File: config.mk
export PLATFORM = sky130hd
export DESIGN_NAME = if_vec_fetch
export DESIGN_NICKNAME = d
export VERILOG_FILES = /design/src/rtl/if_vec_fetch.sv
export SDC_FILE = /design/constraint.sdc
export NUM_CORES = 1
export LEC_CHECK = 0
export BUFFER_PORTS_ARGS = -buffer_cell sky130_fd_sc_hd__buf_2
export CORE_MARGIN = 1
export CORE_UTILIZATION = 39
export CTS_BUF_LIST = sky130_fd_sc_hd__clkbuf_2
export DETAILED_ROUTE_END_ITERATION = 7
export SYNTH_ARGS = -nofsm -noshare
export SYNTH_HDL_FRONTEND = slang
export SYNTH_SLANG_ARGS = --single-unit
File: constraint.sdc
create_clock -name clk -period 1.9 [get_ports clk]
set_input_delay 0 -clock clk [delete_from_list [all_inputs] [get_ports clk]]
set_output_delay 0 -clock clk [all_outputs]
set_load 0.01 [all_outputs]
File: src/rtl/if_vec_fetch.sv
// -----------------------------------------------------------------------------
// if_vec_fetch
//   Instruction-fetch PC unit with a built-in vectored interrupt controller.
//   Holds the PC and drives it out as the instruction address. Each cycle one
//   next-PC is chosen from: hold (stall), return-from-interrupt, interrupt
//   vector, branch target, sequential increment, or hold (no instruction yet).
//   IRQ rising edges are latched as pending; the lowest enabled pending line is
//   taken, the return PC is saved in epc, and nesting is blocked until mret.
//
// Ports
//   clk        in   1          system clock, rising edge
//   rst_n      in   1          asynchronous active-low reset
//   irq        in   IRQ_NUM    interrupt request lines, rising-edge sensitive
//   irq_en     in   IRQ_NUM    per-line enable mask
//   jump_flag  in   1          branch/jump taken this cycle
//   branch_pc  in   CPU_WIDTH  branch target
//   mret       in   1          return-from-interrupt strobe
//   stall      in   1          freeze fetch (PC, state, epc hold)
//   inst_data  in   CPU_WIDTH  fetched instruction; 0 = not ready, PC holds
//   inst_addr  out  CPU_WIDTH  current PC
//   irq_ack    out  IRQ_NUM    one-hot 1-cycle pulse while PC is at the vector
//   in_isr     out  1          handler active
//   epc        out  CPU_WIDTH  saved return PC
// -----------------------------------------------------------------------------
module if_vec_fetch #(
   parameter int CPU_WIDTH  = 16,
   parameter int IRQ_NUM    = 8,
   parameter int VEC_BASE   = 0,
   parameter int VEC_STRIDE = 4,
   parameter int RESET_PC   = 0
) (
   input  logic                 clk,
   input  logic                 rst_n,
   input  logic [IRQ_NUM-1:0]   irq,
   input  logic [IRQ_NUM-1:0]   irq_en,
   input  logic                 jump_flag,
   input  logic [CPU_WIDTH-1:0] branch_pc,
   input  logic                 mret,
   input  logic                 stall,
   input  logic [CPU_WIDTH-1:0] inst_data,
   output logic [CPU_WIDTH-1:0] inst_addr,
   output logic [IRQ_NUM-1:0]   irq_ack,
   output logic                 in_isr,
   output logic [CPU_WIDTH-1:0] epc
);

   typedef enum logic {ST_RUN = 1'b0, ST_ISR = 1'b1} state_t;

   state_t               r_state;
   state_t               w_state_nxt;
   logic [CPU_WIDTH-1:0] r_pc;
   logic [CPU_WIDTH-1:0] r_epc;
   logic [IRQ_NUM-1:0]   r_pending;
   logic [IRQ_NUM-1:0]   r_irq_d;
   logic [IRQ_NUM-1:0]   r_ack;

   logic [IRQ_NUM-1:0]   w_edge;
   logic [IRQ_NUM-1:0]   w_masked;
   logic [4:0]           w_idx;
   logic                 w_take;
   logic [IRQ_NUM-1:0]   w_take_oh;
   logic [CPU_WIDTH-1:0] w_vec;
   logic [CPU_WIDTH-1:0] w_pc_inc;
   logic [CPU_WIDTH-1:0] w_pc_nxt;
   logic [CPU_WIDTH-1:0] w_epc_nxt;
   logic [IRQ_NUM-1:0]   w_pending_nxt;

   // Interrupt selection: lowest enabled pending line wins
   always_comb begin
      w_edge   = irq & ~r_irq_d;
      w_masked = r_pending & irq_en;
      w_idx    = '0;
      // Scan downward so the last hit is the lowest index
      for (int i = IRQ_NUM - 1; i >= 0; i--) begin
         if (w_masked[i]) w_idx = 5'(i);
      end
      w_take    = (r_state == ST_RUN) && (|w_masked) && !stall;
      w_take_oh = w_take ? (IRQ_NUM'(1) << w_idx) : '0;
      w_vec     = CPU_WIDTH'(VEC_BASE + int'(w_idx) * VEC_STRIDE);
      w_pc_inc  = r_pc + CPU_WIDTH'(1);
      // A fresh edge in the take cycle re-arms the line just cleared
      w_pending_nxt = (r_pending & ~w_take_oh) | w_edge;
   end

   // Next-PC / next-state selection in priority order
   always_comb begin
      w_pc_nxt    = r_pc;
      w_epc_nxt   = r_epc;
      w_state_nxt = r_state;
      if (stall) begin
         w_pc_nxt = r_pc;
      end else if (mret && (r_state == ST_ISR)) begin
         w_pc_nxt    = r_epc;
         w_state_nxt = ST_RUN;
      end else if (w_take) begin
         w_pc_nxt    = w_vec;
         // Keep a coincident branch as the return point so it is not lost
         w_epc_nxt   = jump_flag ? branch_pc : w_pc_inc;
         w_state_nxt = ST_ISR;
      end else if (jump_flag) begin
         w_pc_nxt = branch_pc;
      end else if (inst_data != '0) begin
         w_pc_nxt = w_pc_inc;
      end
   end

   always_ff @(posedge clk or negedge rst_n) begin
      if (!rst_n) r_state <= ST_RUN;
      else        r_state <= w_state_nxt;
   end

   always_ff @(posedge clk or negedge rst_n) begin
      if (!rst_n) begin
         r_pc      <= CPU_WIDTH'(RESET_PC);
         r_epc     <= '0;
         r_pending <= '0;
         r_irq_d   <= '0;
         r_ack     <= '0;
      end else begin
         r_pc      <= w_pc_nxt;
         r_epc     <= w_epc_nxt;
         r_pending <= w_pending_nxt;
         r_irq_d   <= irq;
         // Ack lands in the same cycle the PC reaches the vector
         r_ack     <= w_take_oh;
      end
   end

   assign inst_addr = r_pc;
   assign irq_ack   = r_ack;
   assign in_isr    = (r_state == ST_ISR);
   assign epc       = r_epc;

endmodule

# [After elaboration in Yosys (flattened, before gate mapping)]
# Cells that the tools add are included.
[op_classes] n_mux=16 bitwise=9 n_reduce_logical=11 n_addsub=1 shifts=1
[op_table] cell="$mux W16" n=5
[op_table] cell="$and A8 B8 Y8" n=3
[op_table] cell="$add A16 B1 Y16 const B" n=1
[op_table] cell="$not A8 Y8" n=2
[op_table] cell="$reduce_bool A16 Y1" n=1
[op_table] cell="$mux W3" n=5
[op_table] cell="$mux W5" n=3
[op_table] cell="$mux W8" n=1
[op_table] cell="$or A8 B8 Y8" n=1
[op_table] cell="$reduce_or A8 Y1" n=1
[op_table] cell="$shl A1 B5 Y8 const A" n=1
[op_table] cell="$reduce_and A2 Y1" n=2
[op_table] cell="$reduce_bool A4 Y1" n=1
[op_table] cell="$logic_and A1 B1 Y1" n=3
[op_table] cell="$not A1 Y1" n=3
[op_table] cell="$reduce_and A3 Y1" n=1
[op_table] cell="$mux W1" n=2
[op_table] cell="$reduce_bool A2 Y1" n=1
[op_table] cell="$logic_not A1 Y1" n=1
[word_totals] register_bits=57 elab_cells=44 out_inout_bits=41

# [Depth between registers and ports, before layout]
[logic_depth] word_depth=14 mapped_depth=7 depth_no_buf=7

# [Worst setup path after synthesis]
# OpenSTA, ideal clock, no wires.
[synth_path] kind="register to register" start="reg r_pc[8] (netlist: inst_addr[8])" end="reg r_pc[15] (netlist: inst_addr[15])" period_less_slack_ns=1.769 stages_incl_launch_ff=7 setup_slack_ns=0.131 path_buffers=0 required_time_ns=1.769 t_arrival_ns=1.638 cell_sequence="dfrtp_1 and4_1 nand2_1 or4_4 xnor2_2 o211ai_1 a31oi_1"
[synth_between] elab_chain_cells=5
[synth_rtl] element="start, declared" line="51" source="logic [CPU_WIDTH-1:0] r_pc;"
[synth_rtl] element="start signal, assigned" line="114" source="r_pc <= CPU_WIDTH'(RESET_PC);"
[synth_rtl] element="start signal, assigned" line="120" source="r_pc <= w_pc_nxt;"
[synth_rtl] element="$add A16 B1 Y16" line="80" source="w_pc_inc = r_pc + CPU_WIDTH'(1);"
[synth_rtl] element="$mux W16" line="102" source="end else if (inst_data != '0) begin"
[synth_rtl] element="$mux W16" line="100" source="end else if (jump_flag) begin"
[synth_rtl] element="$mux W16" line="95" source="end else if (w_take) begin"
[synth_rtl] element="$mux W16" line="92" source="end else if (mret && (r_state == ST_ISR)) begin"
# No other way between the ends. The select of a mux whose other input is x is not followed.
# A chain may end at the register's enable or synchronous reset.

# [Worst setup path after layout]
[layout_path] start="reg r_pending[5]" end="reg r_pending[7]"
[layout_between] elab_chain_cells=12 word_cells_on_any_way=15
[layout_rtl] element="start, declared" line="53" source="logic [IRQ_NUM-1:0] r_pending;"
[layout_rtl] element="start signal, assigned" line="122" source="r_pending <= w_pending_nxt;"
[layout_rtl] element="$and A8 B8 Y8 *" line="71" source="w_masked = r_pending & irq_en;"
[layout_rtl] element="$mux W3 (3 in a row)" line="75" source="if (w_masked[i]) w_idx = 5'(i);"
[layout_rtl] element="$mux W5 (3 in a row)" line="75"
[layout_rtl] element="$shl A1 B5 Y8" line="78" source="w_take_oh = w_take ? (IRQ_NUM'(1) << w_idx) : '0;"
[layout_rtl] element="$mux W8 *" line="78"
[layout_rtl] element="$not A8 Y8 *" line="82" source="w_pending_nxt = (r_pending & ~w_take_oh) | w_edge;"
[layout_rtl] element="$and A8 B8 Y8 *" line="82"
[layout_rtl] element="$or A8 B8 Y8 *" line="82"
[layout_rtl] element="net w_pending_nxt[7]" line="66" source="logic [IRQ_NUM-1:0] w_pending_nxt;"
# The timed path passes the listed nets; every way through them passes the cells marked *.

==> run metrics <==
# fillers 638; power density over the cells 1076 nW/µm²; Period minus WS final 1817 ps; num ports 94; Async SR Flop Fraction 100.0%; switching power 0.001728 W; TritonCTS Buffers 9; Net count, final 507; Iter 0 DRT Violations 84; CP endpoint kind flop; clk_lat worst skew 500 ps; Worst Tran Pin Value 942.1 ps; Clock transition at path regs 180 ps; CTS tree done; Die ar. 7592 µm²; ANT cells 0; clk sinks 57; Avg Vias per Cell 4.944; final setup fails 0; Worst EP required 2300 ps; largest net degree at the start of global routing 38; clock skew 17.01 ps; initial core utilization 40.92%; largest area contributor in the netlist dfrtp_1; Avg WL per Cell 13.99 µm; via count 2739; I/O Buffers 93; switching share of power 38.91%; row count 30; Root Driver clkbuf_2; total of max-cap violations 0; Power Total 0.004440 W; number of synthesized register bits 57; hold path start irq_en[3]; fmax 0.5503 GHz; Int Pwr 0.002712 W; placed cells 493; Cell variety after synth 50; Remaining Overflow, GRT 0; dominant cells by area after synthesis dfrtp_1 (50%), o21ai_0 (6.4%), nand2_1 (5.0%); part of the Yosys area used for sequential elements 50.46%; Comb power frac 40.9%; worst endpoint data arrival time 2220 ps; Final Util 59.75%; DP HPWL 5401 µm; Warnings, synthesis 0; DRT antenna net count 0; area of the multi-input gates 1344 µm²; Cells after Synth 295; Post-synth EDFFs 0; final wirelength 7749 µm; Die Y 87.13 µm; Reg2Reg Launch Point r_pending[5]$_DFF_PN0_; antenna violations before repair 0; DRC errors left 0; critical path launch point type flop; Final period util 95.64%; predominant post-synthesis flop cell dfrtp_1; Mean Syn Cell Area 9.581 µm²; die width 87.13 µm; area fraction of the dominant cell type after synthesis 50.46%; Final Non-Filler Cells 554; Peak VDD IR 0.6660 mV; Worst setup startpoint r_pending[5]$_DFF_PN0_; setup TNS 0 ps; Layout area overhead 45.99%; Total Routing Usage GR 21.67%; Final Max Tran Viols 0; syn nets 349; register area 1428 µm²; layout cell share with drive strength beyond 1 35.15%; H-tree levels 3; Slew headroom 36.98%; type of the most critical hold path input pin to flop; Routability Congestion 0.8302; vias in the first global route 2686; Clock Path Buffers 2; Static Leak 1.985 nW; CP max FO 4; Syn Std Cell Area 2826 µm²; status finished, final reports clean; sequential share of power 40.7%; global-route wire length before repair 12520 µm; Core ar. 6907 µm²; final hold viol count 0; worst setup path category flop to flop; clock network power share 18.4%; DRT Pass-1 Iters 4
## repair_timing
item	CTS	global route
hold endpoints to repair	112	0
setup endpoints to repair	2	20
gates resized for setup	1	11
hold buffers	36	0
pin swaps	0	7
buffers inserted	1	8
## placed cells by master (no fill, tap or decap), drive strengths merged, types with 5 or more instances in the layout
master	n
a21oi	12
a22oi	7
buf	122
clkbuf	9
dfrtp	57
dlygate4sd3	36
inv	12
mux2i	9
nand2	39
nand3	11
nor2	30
nor3	5
o21ai	39
xnor2	7
xor2	6
## final cells by class
type	instances	share of cell area, %
clock buffer	9	1.092
timing repair buffer	158	25.89
inverter	11	1.001
multi-input combinational	216	32.57
tap	96	2.911
sequential	57	34.60
clock inverter	7	1.941
## power by group through the flow
stage	Combinational, W	Clock, W	Sequential [W]
global route	0.00203	0.000887	0.00186
global placement	0.00164	0	0.00183
finish	0.00182	0.000815	0.00181
detailed placement	0.00166	0	0.00184
CTS	0.00174	0.000847	0.00181
floorplan	0.000754	0	0.00198
## flip-flops by register name, summed over array words and instances, names as in the netlist
| signal | cells |
|---|---|
| inst_addr | 16 |
| r_irq_d | 8 |
| epc | 16 |
| irq_ack | 8 |
| in_isr | 1 |
| r_pending | 8 |
## metrics by stage
step | instance area (µm²) | setup slack (ps) | hold slack (ps)
floorplan | 2826 | 131.1 | -295.6
global placement | 3526 | -24.09 | 3.148
detailed placement | 3526 | 4.391 | 1.714
CTS | 4020 | 12.30 | 2.554
global route | 4126 | -15.47 | 57.03
finish | 4126 | 82.91 | 60.45
## logic make-up after synthesis
kind of cell,Yosys count,synth area share (%)
xor+xnor,13,4.294
compound gates,80,18.42
flops,57,50.46
buf+inv,22,3.630
mux,12,4.383
simple gates,110,18.37
fa+ha+maj,1,0.4426
## metal layers
| metal | share of wire, % | up-vias | GRT usage [%] |
|---|---|---|---|
| li1 | - | 1364 | - |
| met1 | 42 | 1264 | 25.98 |
| met2 | 49 | 96 | 37.08 |
| met3 | 6.5 | 15 | 6.445 |
| met4 | 1.8 | 0 | 7.601 |
| met5 | 0 | - | 0 |
## Yosys cell counts, types with 2 or more instances
library cell and number:
a21oi_1 12, a221o_1 2, a22oi_1 6, a31oi_1 3, and2_1 2, and3_1 4, and4_1 2, buf_2 4
buf_6 2, clkbuf_1 5, dfrtp_1 57, inv_1 11, mux2_2 3, mux2i_1 9, nand2_1 38, nand2b_1 3
nand3_1 10, nand4_1 3, nor2_1 30, nor3_1 5, nor4_1 4, o211ai_1 2, o211ai_2 2, o21a_1 4
o21ai_0 36, o2bb2a_1 2, xnor2_1 6, xor2_1 6
## worst paths after layout
kind / cells after the start / slack [ps] / to
max: 5 / 80 / r_pending[7]$_DFF_PN0_
min: 6 / 60 / irq_ack[7]$_DFF_PN0_
max reg2reg: 5 / 80 / r_pending[7]$_DFF_PN0_
min reg2reg: 1 / 430 / r_pending[6]$_DFF_PN0_
max in group asynchronous: 3 / 590 / inst_addr[11]$_DFFE_PN0P_
min in group asynchronous: 4 / 610 / inst_addr[9]$_DFFE_PN0P_
## worst max-delay path, cell delays in order, from the launching register on
cell and delay, ps:
dfrtp_1 450, a22oi_2 270, dlygate4sd3_1 610, nand3_2 120, o21ai_0 160, o21ai_0 110
No activity file was read; power rests on OpenSTA's default activity.
